<file path="config.mk">
export PLATFORM = sky130hd
export DESIGN_NAME = pc_write_ctrl_flat
export DESIGN_NICKNAME = d
export VERILOG_FILES = /design/src/rtl/pc_write_ctrl_if.sv /design/src/rtl/pc_write_ctrl.sv /design/src/flat_wrapper.sv
export SDC_FILE = /design/constraint.sdc
export NUM_CORES = 1
export LEC_CHECK = 0
export CAP_MARGIN = 15
export CORE_AREA = 2 2 96 98
export CTS_BUF_LIST = sky130_fd_sc_hd__clkbuf_16
export DETAILED_ROUTE_END_ITERATION = 7
export DIE_AREA = 0 0 98 100
export HOLD_SLACK_MARGIN = 0.08
export PLACE_DENSITY_LB_ADDON = 0.1
export SYNTH_ARGS = -nofsm -noshare
export SYNTH_HDL_FRONTEND = slang
export SYNTH_SLANG_ARGS = --single-unit
</file>
<file path="constraint.sdc">
create_clock -name clk_i -period 3.35 [get_ports clk_i]
set_clock_uncertainty 0.15 [all_clocks]
set_input_delay 0.67 -clock clk_i [delete_from_list [all_inputs] [get_ports clk_i]]
set_output_delay 0.67 -clock clk_i [all_outputs]
set_load 0.02 [all_outputs]
</file>
<file path="src/rtl/pc_write_ctrl_if.sv">
// Fetch-control bundle between the pipeline (master) and pc_write_ctrl (slave).
// Carries PC, redirect, hazard and memory-ready inputs plus PC/IF-ID controls.
interface pc_write_ctrl_if;
   logic [31:0] pc_i;
   logic        redirect_i;
   logic [31:0] redirect_pc_i;
   logic        load_use_i;
   logic        imem_ready_i;
   logic [31:0] pc_next_o;
   logic        PCWrite_o;
   logic        IFID_write_o;
   logic        IF_flush_o;
   logic        ID_bubble_o;

   modport master (
      output pc_i, redirect_i, redirect_pc_i, load_use_i, imem_ready_i,
      input  pc_next_o, PCWrite_o, IFID_write_o, IF_flush_o, ID_bubble_o
   );

   modport slave (
      input  pc_i, redirect_i, redirect_pc_i, load_use_i, imem_ready_i,
      output pc_next_o, PCWrite_o, IFID_write_o, IF_flush_o, ID_bubble_o
   );
endinterface

</file>
<file path="src/rtl/pc_write_ctrl.sv">
// PC update / IF-ID control with redirect, load-use stall and imem wait handling.
// Optional performance counters enabled by macro PC_WRITE_CTRL_PERF_CNT_EN.
module pc_write_ctrl (
   input  logic               clk_i,
   input  logic               rst_i,
   pc_write_ctrl_if.slave     bus,
   output logic [31:0]        stall_cnt_o,
   output logic [31:0]        flush_cnt_o
);
   typedef enum logic [1:0] {RUN, HAZ, MEMW} state_t;

   state_t      state_reg, state_next;
   logic        pend_vld_reg, pend_vld_next;
   logic [31:0] pend_pc_reg, pend_pc_next;
   logic [31:0] pc_seq;
   logic [31:0] pc_next;
   logic        pc_write, ifid_write, if_flush, id_bubble;

   assign pc_seq = bus.pc_i + 32'd4;

   // Priority: redirect, then a pending redirect waiting on imem, then load-use, then imem wait.
   always_comb begin
      state_next    = state_reg;
      pend_vld_next = pend_vld_reg;
      pend_pc_next  = pend_pc_reg;
      pc_next       = pc_seq;
      pc_write      = 1'b1;
      ifid_write    = 1'b1;
      if_flush      = 1'b0;
      id_bubble     = 1'b0;
      if (!rst_i) begin
         state_next    = RUN;
         pend_vld_next = 1'b0;
         pend_pc_next  = 32'd0;
         pc_next       = 32'd0;
         pc_write      = 1'b0;
         ifid_write    = 1'b0;
         if_flush      = 1'b1;
      end else if (bus.redirect_i) begin
         if_flush = 1'b1;
         if (bus.imem_ready_i) begin
            pc_next       = bus.redirect_pc_i;
            pend_vld_next = 1'b0;
            state_next    = RUN;
         end else begin
            // Latest redirect wins while fetch is blocked.
            pc_next       = bus.pc_i;
            pc_write      = 1'b0;
            pend_pc_next  = bus.redirect_pc_i;
            pend_vld_next = 1'b1;
            state_next    = MEMW;
         end
      end else if (state_reg == MEMW && pend_vld_reg) begin
         if_flush = 1'b1;
         if (bus.imem_ready_i) begin
            pc_next       = pend_pc_reg;
            pend_vld_next = 1'b0;
            state_next    = RUN;
         end else begin
            pc_next  = bus.pc_i;
            pc_write = 1'b0;
         end
      end else if (bus.load_use_i && state_reg != HAZ) begin
         pc_next    = bus.pc_i;
         pc_write   = 1'b0;
         ifid_write = 1'b0;
         id_bubble  = 1'b1;
         state_next = HAZ;
      end else if (!bus.imem_ready_i) begin
         pc_next    = bus.pc_i;
         pc_write   = 1'b0;
         if_flush   = 1'b1;
         state_next = MEMW;
      end else begin
         state_next = RUN;
      end
   end

   always_ff @(posedge clk_i or negedge rst_i) begin
      if (!rst_i) begin
         state_reg    <= RUN;
         pend_vld_reg <= 1'b0;
         pend_pc_reg  <= 32'd0;
      end else begin
         state_reg    <= state_next;
         pend_vld_reg <= pend_vld_next;
         pend_pc_reg  <= pend_pc_next;
      end
   end

   assign bus.pc_next_o    = pc_next;
   assign bus.PCWrite_o    = pc_write;
   assign bus.IFID_write_o = ifid_write;
   assign bus.IF_flush_o   = if_flush;
   assign bus.ID_bubble_o  = id_bubble;

`ifdef PC_WRITE_CTRL_PERF_CNT_EN
   logic [31:0] stall_cnt_reg, flush_cnt_reg;

   always_ff @(posedge clk_i or negedge rst_i) begin
      if (!rst_i) begin
         stall_cnt_reg <= 32'd0;
         flush_cnt_reg <= 32'd0;
      end else begin
         if (!pc_write) stall_cnt_reg <= stall_cnt_reg + 32'd1;
         if (if_flush)  flush_cnt_reg <= flush_cnt_reg + 32'd1;
      end
   end

   assign stall_cnt_o = stall_cnt_reg;
   assign flush_cnt_o = flush_cnt_reg;
`else
   assign stall_cnt_o = 32'd0;
   assign flush_cnt_o = 32'd0;
`endif
endmodule

</file>
<file path="src/flat_wrapper.sv">
// flat-port wrapper written by rule: the top's interface ports become plain ports
module pc_write_ctrl_flat 
  (clk_i, rst_i, stall_cnt_o, flush_cnt_o, bus_pc_i, bus_redirect_i, bus_redirect_pc_i, bus_load_use_i, bus_imem_ready_i, bus_pc_next_o, bus_PCWrite_o, bus_IFID_write_o, bus_IF_flush_o, bus_ID_bubble_o);
  pc_write_ctrl_if bus_i ();
  input  logic clk_i;
  input  logic rst_i;
  output logic [31:0] stall_cnt_o;
  output logic [31:0] flush_cnt_o;
  input wire logic [$bits(bus_i.pc_i)-1:0] bus_pc_i;
  input wire logic [$bits(bus_i.redirect_i)-1:0] bus_redirect_i;
  input wire logic [$bits(bus_i.redirect_pc_i)-1:0] bus_redirect_pc_i;
  input wire logic [$bits(bus_i.load_use_i)-1:0] bus_load_use_i;
  input wire logic [$bits(bus_i.imem_ready_i)-1:0] bus_imem_ready_i;
  output wire logic [$bits(bus_i.pc_next_o)-1:0] bus_pc_next_o;
  output wire logic [$bits(bus_i.PCWrite_o)-1:0] bus_PCWrite_o;
  output wire logic [$bits(bus_i.IFID_write_o)-1:0] bus_IFID_write_o;
  output wire logic [$bits(bus_i.IF_flush_o)-1:0] bus_IF_flush_o;
  output wire logic [$bits(bus_i.ID_bubble_o)-1:0] bus_ID_bubble_o;
  assign bus_i.pc_i = bus_pc_i;
  assign bus_i.redirect_i = bus_redirect_i;
  assign bus_i.redirect_pc_i = bus_redirect_pc_i;
  assign bus_i.load_use_i = bus_load_use_i;
  assign bus_i.imem_ready_i = bus_imem_ready_i;
  assign bus_pc_next_o = bus_i.pc_next_o;
  assign bus_PCWrite_o = bus_i.PCWrite_o;
  assign bus_IFID_write_o = bus_i.IFID_write_o;
  assign bus_IF_flush_o = bus_i.IF_flush_o;
  assign bus_ID_bubble_o = bus_i.ID_bubble_o;
  pc_write_ctrl u_core (.clk_i(clk_i), .rst_i(rst_i), .bus(bus_i), .stall_cnt_o(stall_cnt_o), .flush_cnt_o(flush_cnt_o));
endmodule
</file>
==> impl_metrics.toml, run 1 <==
[run_status]
status = "completed"

[die]
num_rows = 35
io-pin-count = 169
dieArea_mm2 = 0.009800
die_h_um = 100
core_area_mm2 = 0.008890
initial_core_util = 0.4172
die_x_um = 98

[clocking]
clk_pin_slew_ns = 0.06
cts_tree = "done"
cts_max_path_buffers = 2
holdBufCountCts = 0
cts_root_buffer = "clkbuf_16"
cts_inserted_buffers = 5
htreeDepth = 2
cts_sinks = 35
clk-insertion-delay-late_ns = 0.28

[worst_setup_path]
critPathKind = "in -> out"
crit_family = "buffers and inverters"
r2r_cells = 8
rrSetupSlack_ns = 1.49
worstPathCellList = "clkdlybuf4s50_1, buf_4, nor2_1, buf_4, buf_4, o211ai_1, clkdlybuf4s50_1"
slowest_stage = "clkdlybuf4s50_1"
end_kind = "output pin"
cp_num_buf_inv = 5
regToRegStartpoint = "u_core.state_reg[0]"
cp_data_required_time_ns = 2.53
crit_top_cell = "buf_4"
path_max_fanout = 7
crit_arrival_ns = 2.46
rr_endpoint = "u_core.state_reg[0]"
critical_path.max_stage_delay_ns = 0.63
critPathLaunchType = "primary input"

[sta]
timing.hold.ws_ns = 0.2127
period_minus_slack_ns = 3.277
max_freq_mhz = 305.2
final.period_utilization = 0.9781
setup_ws_ns = 0.07324
drv_slew = 0
setup_violations = 0
hold_viol_final = 0

[grt]
grt_pass1_vias = 4073
antenna_found_initial = 0
overflow = 0
grt_pass1_wl_mm = 21.20
grt_start_max_net_pins = 43
grt_util_all_layers = 0.2703

[pwr]
p_leak_nw = 2.611
irDropWorstVdd_mv = 0.2126
p_total_mw = 1.599
powerDensity_mw_per_mm2 = 284.1

[drt]
vias = 4428
ant_nets = 0
drt-total-wl_mm = 13.57
firstDrtPassIters = 4
drc = 0
wl_per_cell_um = 16.63
via_per_inst = 5.426
drtIter0Drc = 218

[min_path]
hp-class = "in -> async"

[logic_synthesis]
async_flop_share = 1.000
synth_edf_count = 0
syn_area_mm2 = 0.003709
synth_cell_types = 61
yosysTopAreaCell = "dfrtp_1"
synthTopCellsByArea = "dfrtp_1 (24%), buf_4 (13%), nand2_1 (9.5%), a21oi_1 (8.6%), mux2i_1 (5.1%)"
synth.most_common_cell = "nand2_1"
synthCells = 513
ys_seq_elements = 35
yosys-top-cells-count = "nand2_1 (94), a21oi_1 (64), buf_4 (64)"
ys_warn_count = 0
postSynthAreaPerCell_um2 = 7.229
yosysSeqAreaShare = 0.2362
synthFlopType = "dfrtp_1"
yosysTopAreaCellShare = 0.2362

[placed_design]
placed_cell_area_mm2 = 0.005388
io_buffers = 104
post-place-ws_ns = -0.7532
gp_congestion = 1.006
dp_hpwl_mm = 10.36

[final_layout]
antenna_cells = 0
final_nets = 774
fin_util = 0.6334
areaGrowthSynthToFinish_pct = 51.82
layout-drive-gt1-share = 0.2723
final_cell_area_mm2 = 0.005630
largest_register_ffs = 32

[job]
cap_violations = 0
==> timing repair <==
item                                    CTS  global route
setup buffers                             2             0
endpoints found under the setup margin   36            22
gates resized for setup                 145            18
pin swaps                                10             8
==> cells by family after synthesis <==
family	after synthesis	share of synthesized area
AOI/OAI and AO/OA	156	0.2642
xor gates and xnor gates	5	0.01181
adders and majority gates	1	0.003373
buffers and inverters	107	0.1741
DFF	35	0.2362
muxes	24	0.06747
other	1	0.001011
and+or+nand+nor	184	0.2419
==> stage by stage <==
| step | setup TNS, ns | instances |
|---|---|---|
| finish | 0 | 816 |
| CTS | 0 | 816 |
| floorplan | 0 | 576 |
| global route | -0.01888 | 816 |
| detailed placement | -16.99 | 806 |
| global placement | -16.81 | 806 |
==> layout by cell type, fill, tap and decap left out, types with 3 or more instances in the layout <==
cell	synthesis	layout
nand3_1	14	9
buf_4	64	116
nor2_1	30	28
dlygate4sd2_1	0	23
conb_1	1	64
a211oi_1	10	9
buf_12	0	3
buf_2	3	11
nand4_1	8	8
o211ai_1	6	6
and2_1	3	3
xor2_1	5	5
clkdlybuf4s15_1	0	3
or3_1	5	5
clkbuf_2	0	3
o21ai_0	26	26
inv_1	8	6
a21oi_1	64	63
clkdlybuf4s15_2	0	6
dlymetal6s2s_1	0	5
nand2_1	94	93
o221ai_1	5	5
o22ai_1	14	13
nand3_2	3	7
dfrtp_1	35	35
clkinv_1	2	3
a31oi_1	5	5
nor3_2	0	3
nor3_1	6	3
clkbuf_16	0	5
nor4_4	2	3
clkdlybuf4s50_1	0	47
mux2i_1	19	19
==> power by group <==
group / internal (mW) / total (mW) / leakage [nW] / switching, mW
clock: 0.352 / 0.550 / 0.0818 / 0.199
combinational: 0.248 / 0.597 / 2.05 / 0.349
sequential: 0.441 / 0.452 / 0.475 / 0.0108
==> routing by layer <==
metal,vias to the layer above,GRT usage,wire [µm]
li1,2108,-,-
met1,2123,0.3833,6240
met2,185,0.4394,6378
met3,12,0.03273,814
met4,0,0.06944,138
met5,-,0,0
==> area by class of cell <==
class / count / area [µm²]
clock buffer: 5 / 125.1
clock inverter: 3 / 42.54
fill: 811 / 3259
inverter: 10 / 37.54
multi-input combinational: 434 / 2566
sequential: 35 / 875.8
tap: 111 / 138.9
timing repair buffer: 218 / 1844
==> worst max path at each step <==
stage | start | to | slack [ns] | depth (start not counted)
2_1_floorplan | bus_pc_i[2] | bus_pc_next_o[24] | 0.25 | 6
3_3_place_gp | bus_pc_i[2] | bus_pc_next_o[20] | -0.77 | 8
3_5_place_dp | bus_pc_i[2] | bus_pc_next_o[20] | -0.75 | 8
4_1_cts | bus_pc_i[3] | bus_pc_next_o[20] | 0.004 | 8
5_1_grt | bus_pc_i[19] | bus_pc_next_o[22] | -0.02 | 8
6_report | bus_redirect_i | bus_IF_flush_o | 0.07 | 7
Power figures use the tool's default switching activity.
==> run 2, diff against run 1 <==
==> constraint.sdc (replaced) <==
create_clock -name clk_i -period 3.3 [get_ports clk_i]
set_clock_uncertainty 0.15 [all_clocks]
set_input_delay 0.66 -clock clk_i [delete_from_list [all_inputs] [get_ports clk_i]]
set_output_delay 0.66 -clock clk_i [all_outputs]
set_load 0.02 [all_outputs]
==> impl_metrics.toml, run 2 (synthesis gave the netlist of run 1 again) <==
[clocking]
htreeDepth = 2
clk-insertion-delay-late_ns = 0.28
clk_pin_slew_ns = 0.06
cts_max_path_buffers = 2
cts_tree = "done"
cts_sinks = 35
cts_root_buffer = "clkbuf_16"
cts_inserted_buffers = 5

[worst_setup_path]
critPathLaunchType = "primary input"
cp_data_required_time_ns = 2.49
end_kind = "output pin"
path_max_fanout = 4
cp_num_buf_inv = 2
worstPathCellList = "dlygate4sd2_1, nand2_4, or4_4, o31ai_2, a21oi_1, o22ai_1, clkdlybuf4s15_2"
critPathKind = "in -> out"
crit_arrival_ns = 2.45
critical_path.max_stage_delay_ns = 0.56
slowest_stage = "or4_4"
crit_family = "simple AND/OR/NAND/NOR gates"

[die]
die_x_um = 98
core_area_mm2 = 0.008890
dieArea_mm2 = 0.009800
die_h_um = 100
initial_core_util = 0.4172
io-pin-count = 169
num_rows = 35

[drt]
via_per_inst = 5.509
wl_met1_mm = 6.157
drt-total-wl_mm = 13.89
routed-wl-met3_mm = 1.085
firstDrtPassIters = 5
met2_wirelength_mm = 6.392
wl_per_cell_um = 16.90
top_layer_used = "met4"
drc = 0
vias = 4528
drtIter0Drc = 211
ant_nets = 0

[final_layout]
layout-drive-gt1-share = 0.2982
final_cell_mix = "buf_4 (119), nand2_1 (93), conb_1 (64)"
fin_util = 0.6363
final_cell_area_mm2 = 0.005657
areaGrowthSynthToFinish_pct = 52.53
largest_register_ffs = 32
antenna_cells = 0
final_common_cell = "buf_4"
final_nets = 780
fin_cells = 822

[placed_design]
placed_cell_area_mm2 = 0.005380
gp_congestion = 0.9268
dp_hpwl_mm = 10.46
placedCellCount = 805
io_buffers = 104
post-place-ws_ns = -0.7921

[grt]
grt_pass1_vias = 4315
grt_start_max_net_pins = 43
overflow = 0
antenna_found_initial = 0
grt_util_all_layers = 0.2758
grt_pass1_wl_mm = 21.80

[pwr]
intPower_mw = 1.056
p_total_mw = 1.625
power_frac_seq = 0.283
switchingPower_mw = 0.5688
irDropWorstVdd_mv = 0.2304
p_sw_frac = 0.3500
clkPwrFrac = 0.340
p_leak_nw = 2.624
powerDensity_mw_per_mm2 = 287.3
pwr-share-comb = 0.377

[sta]
setup_ws_ns = 0.04390
fin_tns_setup_ns = 0
final.period_utilization = 0.9867
timing.hold.ws_ns = 0.2009
max_freq_mhz = 307.1
hold_viol_final = 0
drv_slew = 0
rsz0062_at_grt = "yes"
period_minus_slack_ns = 3.256
setup_violations = 0

[run_status]
status = "completed"

[job]
cap_violations = 0

[min_path]
hp-class = "in -> async"
## run 2: cell count changes in the layout (fill, tap and decap cells not counted), moves of 2 or more
cell and change:
clkbuf_2 +13, nor2_2 +2, buf_4 +3, a21oi_1 -2
nor3_2 -2, dlygate4sd2_1 -4, clkdlybuf4s15_1 +2, clkdlybuf4s15_2 -3
nor3_1 +2, clkdlybuf4s50_1 -3, buf_2 -2, buf_6 +2
dlymetal6s2s_1 -2, a21oi_2 +2
## run 2: worst paths after layout
kind                                                to                  start  slack, ns  depth (start not counted)
worst max-delay path                 bus_pc_next_o[19]            bus_pc_i[5]       0.04                          7
worst min-delay path            u_core.pend_pc_reg[19]                  rst_i       0.20                          2
worst max register to register     u_core.state_reg[0]    u_core.state_reg[0]       1.44                          8
worst min register to register   u_core.pend_pc_reg[8]  u_core.pend_pc_reg[8]       0.37                          2
max in group asynchronous        u_core.pend_pc_reg[9]                  rst_i       2.39                          3
min in group clk_i               u_core.pend_pc_reg[8]  u_core.pend_pc_reg[8]       0.37                          2
## run 2: area by class of cell
cell class / count / area (µm²)
repair buffers: 224 / 1841
flip-flops and latches: 35 / 875.8
clock inverters: 3 / 42.54
fillers: 801 / 3233
multi-input cells: 434 / 2596
clock buffers: 5 / 125.1
well taps: 111 / 138.9
inverters: 10 / 37.54
## run 2: power groups by stage
stage	Combinational [mW]	Clock [mW]	Sequential [mW]
6_report	0.613	0.553	0.459
5_1_grt	0.656	0.582	0.461
4_1_cts	0.598	0.559	0.459
3_5_place_dp	0.611	0	0.467
3_3_place_gp	0.605	0	0.466
2_1_floorplan	0.350	0	0.463
## run 2: repair_timing
action | 4_1_cts | 5_1_grt
pin swaps | 13 | 6
setup buffers | 7 | 2
endpoints found under the setup margin | 36 | 30
resized for setup | 131 | 57
hold buffers | 0 | 0
## run 2: worst reg2reg max path, stage by stage (launching register included)
cell	delay [ns]
dfrtp_1	0.41
and3b_1	0.22
buf_4	0.17
nor2_1	0.16
buf_6	0.18
buf_4	0.13
nand2_1	0.11
buf_4	0.16
nor2_1	0.11
## run 2: per-layer routing
metal  up-vias  GRT usage
met5         -          0
met1      2154     0.3733
met2       240     0.4457
met3        23    0.05084
li1       2111          -
met4         0    0.09402
==> run 3, diff against run 2 <==
--- a/config.mk
+++ b/config.mk
@@ -10,6 +10,7 @@
 export CTS_BUF_LIST = sky130_fd_sc_hd__clkbuf_16
 export DETAILED_ROUTE_END_ITERATION = 7
 export DIE_AREA = 0 0 98 100
+export GPL_TIMING_DRIVEN = 0
 export HOLD_SLACK_MARGIN = 0.08
 export PLACE_DENSITY_LB_ADDON = 0.1
 export SYNTH_ARGS = -nofsm -noshare
==> impl_metrics.toml, run 3 (synthesis gave the netlist of run 1 again) <==
[worst_setup_path]
crit_arrival_ns = 2.47
rrSetupSlack_ns = 1.47
regToRegStartpoint = "u_core.state_reg[0]"
slowest_stage = "dfrtp_1"
rr_endpoint = "u_core.state_reg[0]"
path_max_fanout = 4
worstSetupStartpoint = "u_core.state_reg[0]"
worstPathCellList = "nor2b_2, o211ai_1, buf_4, or3_1, mux2_1, o22ai_1, buf_4"
critPathLaunchType = "flop"
r2r_cells = 6
critPathKind = "reg -> out"
cp_data_required_time_ns = 2.49
cp_num_buf_inv = 2
end_kind = "output pin"
critical_path.max_stage_delay_ns = 0.43
crit_top_cell = "buf_4"
crit_family = "simple AND/OR/NAND/NOR gates"

[die]
initial_core_util = 0.4172
dieArea_mm2 = 0.009800
io-pin-count = 169
num_rows = 35
die_x_um = 98
core_area_mm2 = 0.008890
die_h_um = 100

[grt]
grt_pass1_wl_mm = 21.87
grt_start_max_net_pins = 37
grt_util_all_layers = 0.2795
overflow = 0
grt_pass1_vias = 4151
antenna_found_initial = 0

[clocking]
htreeDepth = 2
cts_max_path_buffers = 2
holdBufCountCts = 0
cts_root_buffer = "clkbuf_16"
cts_inserted_buffers = 5
cts_sinks = 35
clk-insertion-delay-late_ns = 0.28
cts_tree = "done"
clk_pin_slew_ns = 0.06

[placed_design]
dp_hpwl_mm = 10.47
gp_congestion = 0.9581
io_buffers = 103
placed_cell_area_mm2 = 0.005110
post-place-ws_ns = -1.469

[drt]
ant_nets = 0
firstDrtPassIters = 5
via_per_inst = 5.562
drtIter0Drc = 573
drt-total-wl_mm = 14.60
vias = 4550
wl_per_cell_um = 17.85
drc = 0

[sta]
final.period_utilization = 0.9941
setup_violations = 0
hold_viol_final = 0
tightest_slew_ns = 0.5665
setup_ws_ns = 0.01955
max_freq_mhz = 304.8
period_minus_slack_ns = 3.280
drv_slew = 0
rsz0062_at_grt = "yes"
slew_headroom = 0.6223

[pwr]
p_leak_nw = 2.564
irDropWorstVdd_mv = 0.2494
p_total_mw = 1.545
powerDensity_mw_per_mm2 = 274.3

[final_layout]
layout-drive-gt1-share = 0.2956
nFillCells = 813
final_nets = 776
final_common_cell = "buf_4"
final_cell_mix = "buf_4 (100), nand2_1 (91), conb_1 (64)"
antenna_cells = 0
largest_register_ffs = 32
areaGrowthSynthToFinish_pct = 51.89
fin_util = 0.6336
final_cell_area_mm2 = 0.005633

[min_path]
hp-class = "in -> async"

[run_status]
status = "completed"

[job]
cap_violations = 0
-- run 3: what timing repair did --
item,CTS,global route
buffers inserted,10,12
endpoints found under the setup margin,36,31
pin swaps,10,16
gates resized for setup,191,92
cloned,0,0
hold endpoints to repair,0,0
-- run 3: worst max path at each step --
stage                                   end  slack, ns  cells past startpoint
final                     bus_pc_next_o[16]       0.02                      7
after global routing      bus_pc_next_o[23]      -0.04                      8
after CTS                     bus_PCWrite_o      -0.17                      6
after detailed placement   bus_pc_next_o[8]      -1.47                      7
after global placement     bus_pc_next_o[8]      -2.44                      7
after floorplan           bus_pc_next_o[24]       0.22                      6
-- run 3: stage by stage --
step | cells | hold WS (ns) | setup TNS [ns]
after floorplan | 576 | 0.2144 | 0
after global routing | 818 | 0.1086 | -0.1380
after global placement | 790 | 0.3565 | -83.76
final | 818 | 0.08980 | 0
after detailed placement | 790 | 0.3662 | -38.73
after CTS | 807 | 0.1065 | -0.5843
-- run 3: per-layer routing --
metal	track usage	share of wire
met1	0.3594	0.39
met2	0.4605	0.47
met3	0.07451	0.12
met4	0.08868	0.024
met5	0	0
-- run 3: power by group --
part	total, mW	internal (mW)	switching, mW	leakage (nW)
sequential	0.461	0.448	0.0128	0.475
combinational	0.630	0.255	0.375	2.02
clock	0.453	0.272	0.181	0.0701
-- run 3: final cells by class --
type                    instances  area [µm²]  area share
plain buffers                  95       664.4      0.1179
clock buffers                   5       125.1     0.02221
well taps                     111       138.9     0.02466
clock inverters                 3       11.26    0.001999
inverters                      10       43.79    0.007774
flip-flops and latches         35       875.8      0.1555
repair buffers                125        1080      0.1917
multi-input cells             434        2694      0.4782
